==> src/rtl/tiny_npu_vmu.sv <==
// Weight-stationary vector-matrix unit: z[c] = sat(act((sum_r x[r]*W[r][c]) >>> DBITS)),
// one row accumulated per cycle, results streamed one column per valid/ready beat.
module tiny_npu_vmu #(
  parameter int ROWS  = 4,
  parameter int COLS  = 4,
  parameter int NBITS = 8,
  parameter int DBITS = 4
) (
  input  logic                    clk,
  input  logic                    rst,
  input  logic [NBITS-1:0]        x_in,
  input  logic                    x_load_val,
  input  logic [NBITS-1:0]        w_in,
  input  logic                    w_load_val,
  input  logic [$clog2(ROWS)-1:0] w_load_row,
  input  logic [$clog2(COLS)-1:0] w_load_col,
  input  logic                    relu_en,
  input  logic                    start,
  output logic                    busy,
  output logic                    x_full,
  output logic [NBITS-1:0]        z_out,
  output logic                    z_val,
  input  logic                    z_rdy,
  output logic [3:0]              trace_state
);
  localparam int ACC_BITS = 2*NBITS + $clog2(ROWS);
  localparam int RW = $clog2(ROWS);
  localparam int CW = $clog2(COLS);
  localparam int PW = $clog2(ROWS+1);
  localparam logic [RW-1:0] LAST_ROW = RW'(ROWS-1);
  localparam logic [CW-1:0] LAST_COL = CW'(COLS-1);
  localparam logic [PW-1:0] FULL_CNT = PW'(ROWS);
  localparam logic signed [ACC_BITS-1:0] SAT_MAX = ACC_BITS'((64'sd1 <<< (NBITS-1)) - 64'sd1);
  localparam logic signed [ACC_BITS-1:0] SAT_MIN = ~SAT_MAX;

  typedef enum logic [1:0] {S_IDLE = 2'd0, S_MAC = 2'd1, S_OUT = 2'd2} state_t;
  state_t r_state, w_next;

  logic signed [NBITS-1:0]    r_w   [ROWS][COLS];
  logic signed [NBITS-1:0]    r_x   [ROWS];
  logic signed [ACC_BITS-1:0] r_acc [COLS];
  logic signed [2*NBITS-1:0]  w_prod [COLS];
  logic [PW-1:0] r_x_ptr;
  logic [RW-1:0] r_row;
  logic [CW-1:0] r_col;
  logic          r_relu;
  logic          w_x_full, w_start_ok, w_beat, w_last_beat;

  // Arithmetic shift floors toward -inf; ReLU and clamp then fold the result into NBITS.
  function automatic logic [NBITS-1:0] act_sat(input logic signed [ACC_BITS-1:0] acc,
                                               input logic relu);
    logic signed [ACC_BITS-1:0] s;
    s = acc >>> DBITS;
    if (relu && s[ACC_BITS-1])  act_sat = '0;
    else if (s > SAT_MAX)       act_sat = SAT_MAX[NBITS-1:0];
    else if (s < SAT_MIN)       act_sat = SAT_MIN[NBITS-1:0];
    else                        act_sat = s[NBITS-1:0];
  endfunction

  assign w_x_full    = (r_x_ptr == FULL_CNT);
  assign w_start_ok  = (r_state == S_IDLE) && start && w_x_full;
  assign w_beat      = (r_state == S_OUT) && z_rdy;
  assign w_last_beat = w_beat && (r_col == LAST_COL);

  assign x_full      = w_x_full;
  assign busy        = (r_state != S_IDLE);
  assign z_val       = (r_state == S_OUT);
  assign z_out       = act_sat(r_acc[r_col], r_relu);
  assign trace_state = {2'b00, r_state};

  // One signed product per column for the row currently being accumulated.
  always_comb begin
    for (int c = 0; c < COLS; c++) begin
      w_prod[c] = r_x[r_row] * r_w[r_row][c];
    end
  end

  // State register.
  always_ff @(posedge clk or posedge rst) begin
    if (rst) r_state <= S_IDLE;
    else     r_state <= w_next;
  end

  // Next-state logic.
  always_comb begin
    w_next = r_state;
    case (r_state)
      S_IDLE:  if (w_start_ok) w_next = S_MAC;  else w_next = S_IDLE;
      S_MAC:   if (r_row == LAST_ROW) w_next = S_OUT; else w_next = S_MAC;
      S_OUT:   if (w_last_beat) w_next = S_IDLE; else w_next = S_OUT;
      default: w_next = S_IDLE;
    endcase
  end

  // Storage, accumulators and counters; loads only land while idle.
  always_ff @(posedge clk or posedge rst) begin
    if (rst) begin
      for (int r = 0; r < ROWS; r++) begin
        r_x[r] <= '0;
        for (int c = 0; c < COLS; c++) r_w[r][c] <= '0;
      end
      for (int c = 0; c < COLS; c++) r_acc[c] <= '0;
      r_x_ptr <= '0;
      r_row   <= '0;
      r_col   <= '0;
      r_relu  <= 1'b0;
    end else begin
      case (r_state)
        S_IDLE: begin
          if (w_load_val) r_w[w_load_row][w_load_col] <= w_in;
          if (x_load_val && !w_x_full) begin
            r_x[r_x_ptr[RW-1:0]] <= x_in;
            r_x_ptr <= r_x_ptr + 1'b1;
          end
          if (w_start_ok) begin
            for (int c = 0; c < COLS; c++) r_acc[c] <= '0;
            r_relu <= relu_en;
            r_row  <= '0;
            r_col  <= '0;
          end
        end
        S_MAC: begin
          for (int c = 0; c < COLS; c++) begin
            r_acc[c] <= r_acc[c] + {{(ACC_BITS-2*NBITS){w_prod[c][2*NBITS-1]}}, w_prod[c]};
          end
          if (r_row == LAST_ROW) r_row <= '0;
          else                   r_row <= r_row + 1'b1;
        end
        S_OUT: begin
          if (w_last_beat) begin
            r_col   <= '0;
            r_x_ptr <= '0;
          end else if (w_beat) begin
            r_col <= r_col + 1'b1;
          end else begin
            r_col <= r_col;
          end
        end
        default: r_row <= '0;
      endcase
    end
  end

endmodule
==> config.mk <==
export PLATFORM = sky130hd
export DESIGN_NAME = tiny_npu_vmu
export DESIGN_NICKNAME = d
export VERILOG_FILES = /design/src/rtl/tiny_npu_vmu.sv
export SDC_FILE = /design/constraint.sdc
export NUM_CORES = 1
export LEC_CHECK = 0
export CORE_MARGIN = 3
export CORE_UTILIZATION = 41
export DETAILED_ROUTE_END_ITERATION = 10
export MAX_ROUTING_LAYER = met4
export PLACE_DENSITY_LB_ADDON = 0.05
export SLEW_MARGIN = 10
export SYNTH_ARGS = -nofsm -noshare
export SYNTH_HDL_FRONTEND = slang
export SYNTH_SLANG_ARGS = --single-unit
==> constraint.sdc <==
create_clock -name clk -period 9.1 [get_ports clk]
set_input_delay 1.82 -clock clk [delete_from_list [all_inputs] [get_ports clk]]
set_output_delay 1.82 -clock clk [all_outputs]
set_load 0.03 [all_outputs]
==> results.yml, run 1 <==
outcome:
  status: "finished, final reports clean"
clock_tree:
  cts.path.max_buffers: 3
  cts_tree: "built"
  root_buffer: "clkbuf_16"
  cts_made_buffers: 31
  hold_buffers: 0
  insertion_delay_ns: 0.59
  cts_sinks: 242
  ctsHtreeMaxLevel: 1
  clkSlewWorstSetupHoldPaths_ns: 0.06
  post-cts-setup-buffer-count: 0
  cts_resized: 0
worst_setup_path:
  critical_path.startpoint: "r_row[1]"
  arrival_ns: 8.40
  rr_endpoint: "r_acc[71]"
  rrSetupSlack_ns: 1.20
  start_kind: "flip-flop"
  r2r-start: "r_row[1]"
  required_ns: 9.60
  path_cells: "mux4_2 -> nand2_1 -> fa_1 -> fa_1 -> fa_1 -> inv_1 -> fa_1 -> ha_1 -> and2_1 -> a221o_1 -> a31oi_1 -> a21oi_1 -> xnor2_1 -> ha_1 -> nand2_1 -> o21ai_0 -> a311oi_1 -> xor2_1 -> a21oi_1 -> o22ai_1"
  path_common_cell: "fa_1"
  cp_top_family: "adder cells"
  slowest_stage: "dfrtp_2"
  r2r.worst_path.cells: 20
  crit_path_end: "r_acc[71]"
  cp_max_fo: 32
  slowest_delay_ns: 0.91
  worst-path-buf-inv: 1
  worstSetupPathType: "flip-flop to flip-flop"
  crit_path_end_kind: "flip-flop"
  cp.depth: 20
detailed_routing:
  wire_per_inst_um: 18.7
  drc: 0
  num_vias: 15880
  drt_iter0_markers: 841
  avgViaCountPerCell: 5.11
  drt-pass1-iter-count: 5
  ant_nets: 0
  wirelength_um: 58200
placement:
  port_buffers: 39
  dp.cells: 3048
  place_congestion: 0.796
  dp_hpwl_um: 44100
logic_synthesis:
  ys_warn_count: 0
  synth_top_family_by_area: "adder cells"
  ys_top_cells_by_area: "dfrtp_1 (26%), fa_1 (19%), ha_1 (10%)"
  yosys.area.top_type: "dfrtp_1"
  synth_enable_flop_cells: 0
  synthDistinctLibCells: 73
  synth_xor_area_frac: 0.0404
  muxShareOfSynthArea: 0.131
  synthSimpleGateAreaFrac: 0.114
  yosysMostFrequentCell: "inv_1"
  ys_seq_elements: 242
  yosys.area.top_type_share: 0.257
  avgSynthCellArea_um2: 10.2
  synth_ff_type: "dfrtp_1"
  ys_top_cells_by_count: "inv_1 (380), dfrtp_1 (242), fa_1 (224), ha_1 (190), nand2_1 (177)"
  synth_cells: 2311
  postSynth.asyncResetShare: 1.00
  synth_seq_area_share: 0.257
  synth_compound_area_frac: 0.0934
  synth_fa_ha_area_frac: 0.291
  syn_area_um2: 23600
sta:
  max_freq_mhz: 127
  final.setup_skew_ns: 0.0167
  finalSetupViolations: 0
  maxSlewHeadroom: 0.349
  worst_slew_pin_slew_ns: 0.977
  rsz0062_at_grt: "false"
  hold_viol_final: 0
  finalCritPeriodShare: 0.868
  fin_crit_ns: 7.90
  final.setup.tns_ns: 0
  drv_slew: 0
finish:
  postLayoutCoreUtil: 0.455
  area_growth_pct: 9.38
  drive_above_1_share: 0.132
  finalNetCount: 2766
  finalNonFillerCells: 3107
floorplan:
  fp-row-count: 87
  die_w_um: 246
  core_um2: 56600
  io_pins: 42
  die_y_um: 246
  initial_core_util: 0.416
  dieArea_um2: 60400
flow_run:
  cap_violations: 0
hold_path:
  hold_class: "flip-flop to flip-flop"
  hp-start: "r_acc[56]"
global_route:
  grt_pass1_vias: 16476
  grtUsageTotal: 0.204
  antenna_found_initial: 2
  grt_pass1_wl_um: 94400
  grt_max_degree: 166
  grt.overflow.total: 0
-- cell usage in the layout (no fill, tap or decap), drive strengths merged, types with 9 or more instances in the layout --
master / synthesis / layout
xor2: 34 / 34
o21bai: 10 / 10
nand2: 177 / 177
ha: 190 / 190
a211o: 9 / 9
a21o: 30 / 30
o21a: 25 / 25
nor2: 86 / 86
nor3: 16 / 16
nor2b: 10 / 10
mux4: 50 / 50
clkdlybuf4s50: 0 / 39
inv: 380 / 381
dfrtp: 242 / 242
or2: 10 / 10
nand2b: 16 / 16
mux2: 167 / 167
a211oi: 13 / 13
a31oi: 9 / 9
o31ai: 10 / 10
and2: 171 / 171
clkbuf: 55 / 48
o21ai: 113 / 113
mux2i: 9 / 9
buf: 14 / 10
fa: 224 / 224
a21oi: 69 / 69
nand3: 13 / 13
xnor2: 73 / 73
-- sequential cells by signal (all words and copies together) (netlist names) --
signal / flops
r_acc: 72
r_relu: 1
r_x: 32
r_state: 2
r_x_ptr: 3
r_col: 2
r_row: 2
r_w: 128
-- worst min-delay path, cell delays in order (launching register included) --
cell and delay (ns):
dfrtp_1 0.35, nand2_1 0.05, o21ai_0 0.06
-- area by class of cell --
type / instances / area (um2)
Antenna cell: 3 / 7.51
Clock inverter: 8 / 86.3
Timing Repair Buffer: 49 / 478
Sequential cell: 242 / 6060
Fill cell: 5476 / 30800
Clock buffer: 48 / 940
Multi-Input combinational cell: 1621 / 15800
Inverter: 380 / 1430
Tap cell: 756 / 946
-- through the flow --
stage	cell area [um2]	hold slack [ns]	setup WS [ns]
after detailed placement	24700	0.482	1.19
final	25800	0.496	1.20
after global routing	25800	0.514	0.754
after global placement	24700	0.472	1.29
after CTS	25800	0.496	1.16
after floorplan	23600	0.456	0.635
-- routing by layer --
layer | routed length (um) | track usage | vias to the layer above | share of wire
met5 | 0 | - | - | 0
met3 | 1960 | 0.0290 | 60 | 0.034
met4 | 1220 | 0.0399 | 0 | 0.021
met1 | 29600 | 0.300 | 7947 | 0.51
met2 | 25300 | 0.303 | 201 | 0.44
li1 | - | - | 7672 | -
-- worst min path at each step --
stage,endpoint,depth (start not counted)
global route,r_x[2],1
finish,r_acc[56],2
detailed placement,r_acc[56],2
CTS,r_acc[56],2
global placement,r_acc[39],2
floorplan,r_acc[20],2
-- cells by family (layout without fill, tap and decap cells) --
family,Yosys count,after routing
AND/OR/NAND/NOR,531,531
buffers and inverters,449,485
multiplexers,226,226
XOR/XNOR,107,107
flip-flops,242,242
adder cells (fa/ha/maj),414,414
other,1,5
AO/OA/AOI/OAI,341,341
Power of run 1 is not shown: default switching activity piles up to over one toggle a cycle in this logic, so the estimate is an artifact.
==> inputs of run 2 (changes only) <==
--- a/config.mk
+++ b/config.mk
@@ -5,7 +5,6 @@
 export SDC_FILE = /design/constraint.sdc
 export NUM_CORES = 1
 export LEC_CHECK = 0
-export CORE_MARGIN = 3
 export CORE_UTILIZATION = 41
 export DETAILED_ROUTE_END_ITERATION = 10
 export MAX_ROUTING_LAYER = met4
==> run 2 against run 1 <==
Compared with the run above:
- global-route usage is 0.24 points higher
- utilization is 0.057 points lower
- design area is 0.13% lower
- critical path type unchanged
==> results.yml, run 2 (synthesis results as in run 1) <==
clock_tree:
  clkSlewWorstSetupHoldPaths_ns: 0.06
  cts_tree: "built"
  hold_buffers: 0
  cts_made_buffers: 30
  cts.path.max_buffers: 3
  root_buffer: "clkbuf_16"
  cts_resized: 0
  ctsHtreeMaxLevel: 1
  insertion_delay_ns: 0.60
  post-cts-setup-buffer-count: 0
  cts_sinks: 242
sta:
  final.setup_skew_ns: 0.0356
  rsz0062_at_grt: "false"
  finalSetupViolations: 0
  finalCritPeriodShare: 0.839
  hold_viol_final: 0
  fin_crit_ns: 7.63
  final.setup.tns_ns: 0
  drv_slew: 0
  max_freq_mhz: 131
  maxSlewHeadroom: 0.348
  worst_slew_pin_slew_ns: 0.978
floorplan:
  die_w_um: 242
  die_y_um: 242
  dieArea_um2: 58400
  core_um2: 56600
  io_pins: 42
  initial_core_util: 0.416
  fp-row-count: 87
worst_setup_path:
  crit_path_end: "r_acc[53]"
  r2r.worst_path.cells: 28
  rr_endpoint: "r_acc[53]"
  cp.depth: 28
  cp_max_fo: 24
  crit_path_end_kind: "flip-flop"
  arrival_ns: 8.08
  cp_top_family: "adder cells"
  rrSetupSlack_ns: 1.47
  worstSetupPathType: "flip-flop to flip-flop"
  required_ns: 9.55
  slowest_delay_ns: 0.74
  worst-path-buf-inv: 3
  r2r-start: "r_row[0]"
  start_kind: "flip-flop"
  slowest_stage: "dfrtp_2"
  critical_path.startpoint: "r_row[0]"
detailed_routing:
  drc: 0
  drt-pass1-iter-count: 4
  avgViaCountPerCell: 5.12
  drt_iter0_markers: 659
  num_vias: 15864
  wire_per_inst_um: 18.5
  wirelength_um: 57300
  ant_nets: 0
global_route:
  antenna_found_initial: 0
  grt.overflow.total: 0
  grt_pass1_wl_um: 93600
  grt_pass1_vias: 16653
  grt_max_degree: 136
  grtUsageTotal: 0.207
finish:
  largest_reg_flops: 128
  postLayoutCoreUtil: 0.455
  layout_commonest_cell: "inv_1"
  area_growth_pct: 9.24
  diodes: 0
  fillers: 5434
  finalNetCount: 2764
  layout.cells.most_common_list: "inv_1 (379), dfrtp_1 (240), fa_1 (224)"
  drive_above_1_share: 0.131
  top_register: "r_w"
  largestRegisters: "r_w: 128 flops, r_acc: 72 flops, r_x: 32 flops"
placement:
  place_congestion: 0.843
  dp_hpwl_um: 44200
  port_buffers: 39
hold_path:
  hold_class: "flip-flop to flip-flop"
outcome:
  status: "finished, final reports clean"
flow_run:
  cap_violations: 0
## run 2: metrics by stage
step	hold WS, ns	worst slack, ns	instance area (um2)	std cells
finish	0.496	1.47	25700	3099
CTS	0.498	1.37	25700	3099
global route	0.507	0.801	25700	3099
global placement	0.472	1.47	24700	3047
detailed placement	0.485	1.41	24700	3047
floorplan	0.456	0.635	23600	2312
## run 2: how the worst min path moves through the flow
stage / start / endpoint / slack [ns] / cells after the start
2_1_floorplan: r_acc[20] / r_acc[20] / 0.46 / 2
3_3_place_gp: r_acc[20] / r_acc[20] / 0.47 / 2
3_5_place_dp: r_acc[20] / r_acc[20] / 0.49 / 2
4_1_cts: r_acc[20] / r_acc[20] / 0.50 / 2
5_1_grt: r_acc[20] / r_acc[20] / 0.51 / 2
6_report: r_acc[20] / r_acc[20] / 0.50 / 2
## run 2: worst min-delay path: stages (launching register included)
cell,delay [ns]
dfrtp_1,0.34
nand2_1,0.05
o21ai_0,0.06
## run 2: cell type report
type | instances | area, um2 | share of cell area
flip-flops and latches | 242 | 6060 | 0.235
well taps | 756 | 946 | 0.0367
clock buffers | 42 | 866 | 0.0336
inverters | 380 | 1430 | 0.0557
clock inverters | 10 | 130 | 0.00505
repair buffers | 48 | 483 | 0.0188
multi-input cells | 1621 | 15800 | 0.615
## run 2: routing by layer
| layer | part of all wire | vias to the layer above | global-route usage | wire length (um) |
|---|---|---|---|---|
| li1 | - | 7645 | - | - |
| met3 | 0.022 | 60 | 0.0175 | 1260 |
| met2 | 0.46 | 161 | 0.325 | 26200 |
| met1 | 0.50 | 7998 | 0.294 | 28800 |
| met4 | 0.019 | 0 | 0.0410 | 1100 |
| met5 | 0 | - | - | 0 |
Power of run 2 is left out for the same reason.
==> inputs of run 3 (changes only) <==
==> constraint.sdc (replaced) <==
create_clock -name clk -period 6.4 [get_ports clk]
set_input_delay 1.28 -clock clk [delete_from_list [all_inputs] [get_ports clk]]
set_output_delay 1.28 -clock clk [all_outputs]
set_load 0.03 [all_outputs]
==> run 3 against run 2 <==
Compared with the run above:
- the flow now finishes with violations (negative setup slack)
- via count up 11%
- global-route usage up 1.8 points
- design area up 20%
- sequential share of layout area down 3.9 points
- routed wire length up 11%
- final cell count up 13%
==> results.yml, run 3 (synthesis results as in run 1) <==
sta:
  fin_crit_ns: 6.68
  finalCritPeriodShare: 1.04
  max_freq_mhz: 150
  finalSetupViolations: 19
  worst_slew_pin_slew_ns: 0.957
  drv_slew: 0
  maxSlewHeadroom: 0.359
  final.setup_skew_ns: 0.0261
  holdWs_ns: 0.493
  hold_viol_final: 0
  finalWorstSetupSlack_ns: -0.281
  rsz0062_at_grt: "true"
detailed_routing:
  wirelength_um: 63700
  avgViaCountPerCell: 5.01
  drc: 0
  drt-pass1-iter-count: 5
  ant_nets: 0
  drt_iter0_markers: 844
  num_vias: 17563
  wire_per_inst_um: 18.2
outcome:
  violations: "negative setup slack"
  status: "finished, violations left"
worst_setup_path:
  critical_path.startpoint: "r_row[0]"
  worstSetupPathType: "flip-flop to flip-flop"
  slowest_stage: "mux4_2"
  cp_top_family: "adder cells"
  cp_max_fo: 6
  slowest_delay_ns: 0.66
  start_kind: "flip-flop"
  crit_path_end_kind: "flip-flop"
  r2r.worst_path.cells: 26
  rr_endpoint: "r_acc[35]"
  worst-path-buf-inv: 5
  path_common_cell: "fa_1"
  rrSetupSlack_ns: -0.28
  r2r-start: "r_row[0]"
  required_ns: 6.90
  arrival_ns: 7.18
floorplan:
  initial_core_util: 0.416
  fp-row-count: 87
  dieArea_um2: 58400
  core_um2: 56600
  io_pins: 42
  die_w_um: 242
  die_y_um: 242
hold_path:
  min_to: "r_acc[39]"
  holdPathStages: 2
  hp-start: "r_acc[39]"
  hold_class: "flip-flop to flip-flop"
finish:
  largestRegisters: "r_w: 128 flops, r_acc: 72 flops, r_x: 32 flops"
  drive_above_1_share: 0.355
  fillers: 4994
  layout_commonest_cell: "buf_4"
  finalNonFillerCells: 3507
  layout.cells.most_common_list: "buf_4 (335), inv_1 (334), dfrtp_1 (240)"
  top_register: "r_w"
  area_growth_pct: 30.7
  largest_reg_flops: 128
  finalNetCount: 3168
  diodes: 0
  postLayoutCoreUtil: 0.544
clock_tree:
  insertion_delay_ns: 0.60
  cts_sinks: 242
  cts.path.max_buffers: 3
  root_buffer: "clkbuf_16"
  ctsHtreeMaxLevel: 1
  cts_tree: "built"
  cts_made_buffers: 30
  clkSlewWorstSetupHoldPaths_ns: 0.06
flow_run:
  cap_violations: 0
placement:
  dp.cells: 3352
  dp_hpwl_um: 47700
  port_buffers: 39
  place_congestion: 0.859
  dp_slack_ns: -0.663
global_route:
  grt_max_degree: 114
  grt_pass1_vias: 18477
  antenna_found_initial: 0
  grt.overflow.total: 0
  grtUsageTotal: 0.225
  grt_pass1_wl_um: 102000
-- run 3: timing repair --
item / in CTS / in global routing
pin swaps: 137 / 143
hold buffers: 0 / 0
cloned: 4 / 2
resized for setup: 183 / 218
endpoints found under the setup margin: 28 / 31
buffers inserted: 53 / 47
-- run 3: worst max-delay path by stage --
| stage | slack [ns] | cells past startpoint | end |
|---|---|---|---|
| floorplan | -0.13 | 30 | r_acc[35] |
| detailed placement | -0.66 | 29 | r_acc[53] |
| CTS | -0.33 | 31 | r_acc[35] |
| finish | -0.28 | 26 | r_acc[35] |
| global route | -0.53 | 26 | r_acc[35] |
| global placement | -0.55 | 26 | r_acc[71] |
-- run 3: final cells by class --
type                    instances  area (um2)  share of cell area
multi-input cells            1621       17300               0.560
flip-flops and latches        242        6060               0.197
repair buffers                452        4090               0.133
inverters                     380        1430              0.0465
well taps                     756         946              0.0307
clock buffers                  45         877              0.0285
clock inverters                11         138             0.00447
-- run 3: worst register-to-register path, delay by kind of cell, from the launching register on --
kind | cells | cell delay [ns]
adder cells (fa/ha/maj) | 6 | 2.50
multiplexers | 1 | 0.66
XOR/XNOR | 2 | 0.36
AO/OA/AOI/OAI | 9 | 1.60
flip-flops | 1 | 0.39
AND/OR/NAND/NOR | 3 | 0.57
buffers and inverters | 5 | 0.55
-- run 3: routing by layer --
| metal | share of wire | vias up | GRT usage |
|---|---|---|---|
| li1 | - | 8459 | - |
| met1 | 0.49 | 8851 | 0.314 |
| met2 | 0.47 | 181 | 0.358 |
| met3 | 0.021 | 72 | 0.0196 |
| met4 | 0.019 | 0 | 0.0421 |
| met5 | 0 | - | - |
-- run 3: per-stage QoR --
| step | area (um2) | TNS, ns |
|---|---|---|
| 2_1_floorplan | 23600 | -0.298 |
| 3_3_place_gp | 27200 | -6.41 |
| 3_5_place_dp | 27200 | -8.32 |
| 4_1_cts | 29500 | -2.78 |
| 5_1_grt | 30800 | -8.55 |
| 6_report | 30800 | -2.40 |
Power of run 3 is left out for the same reason.
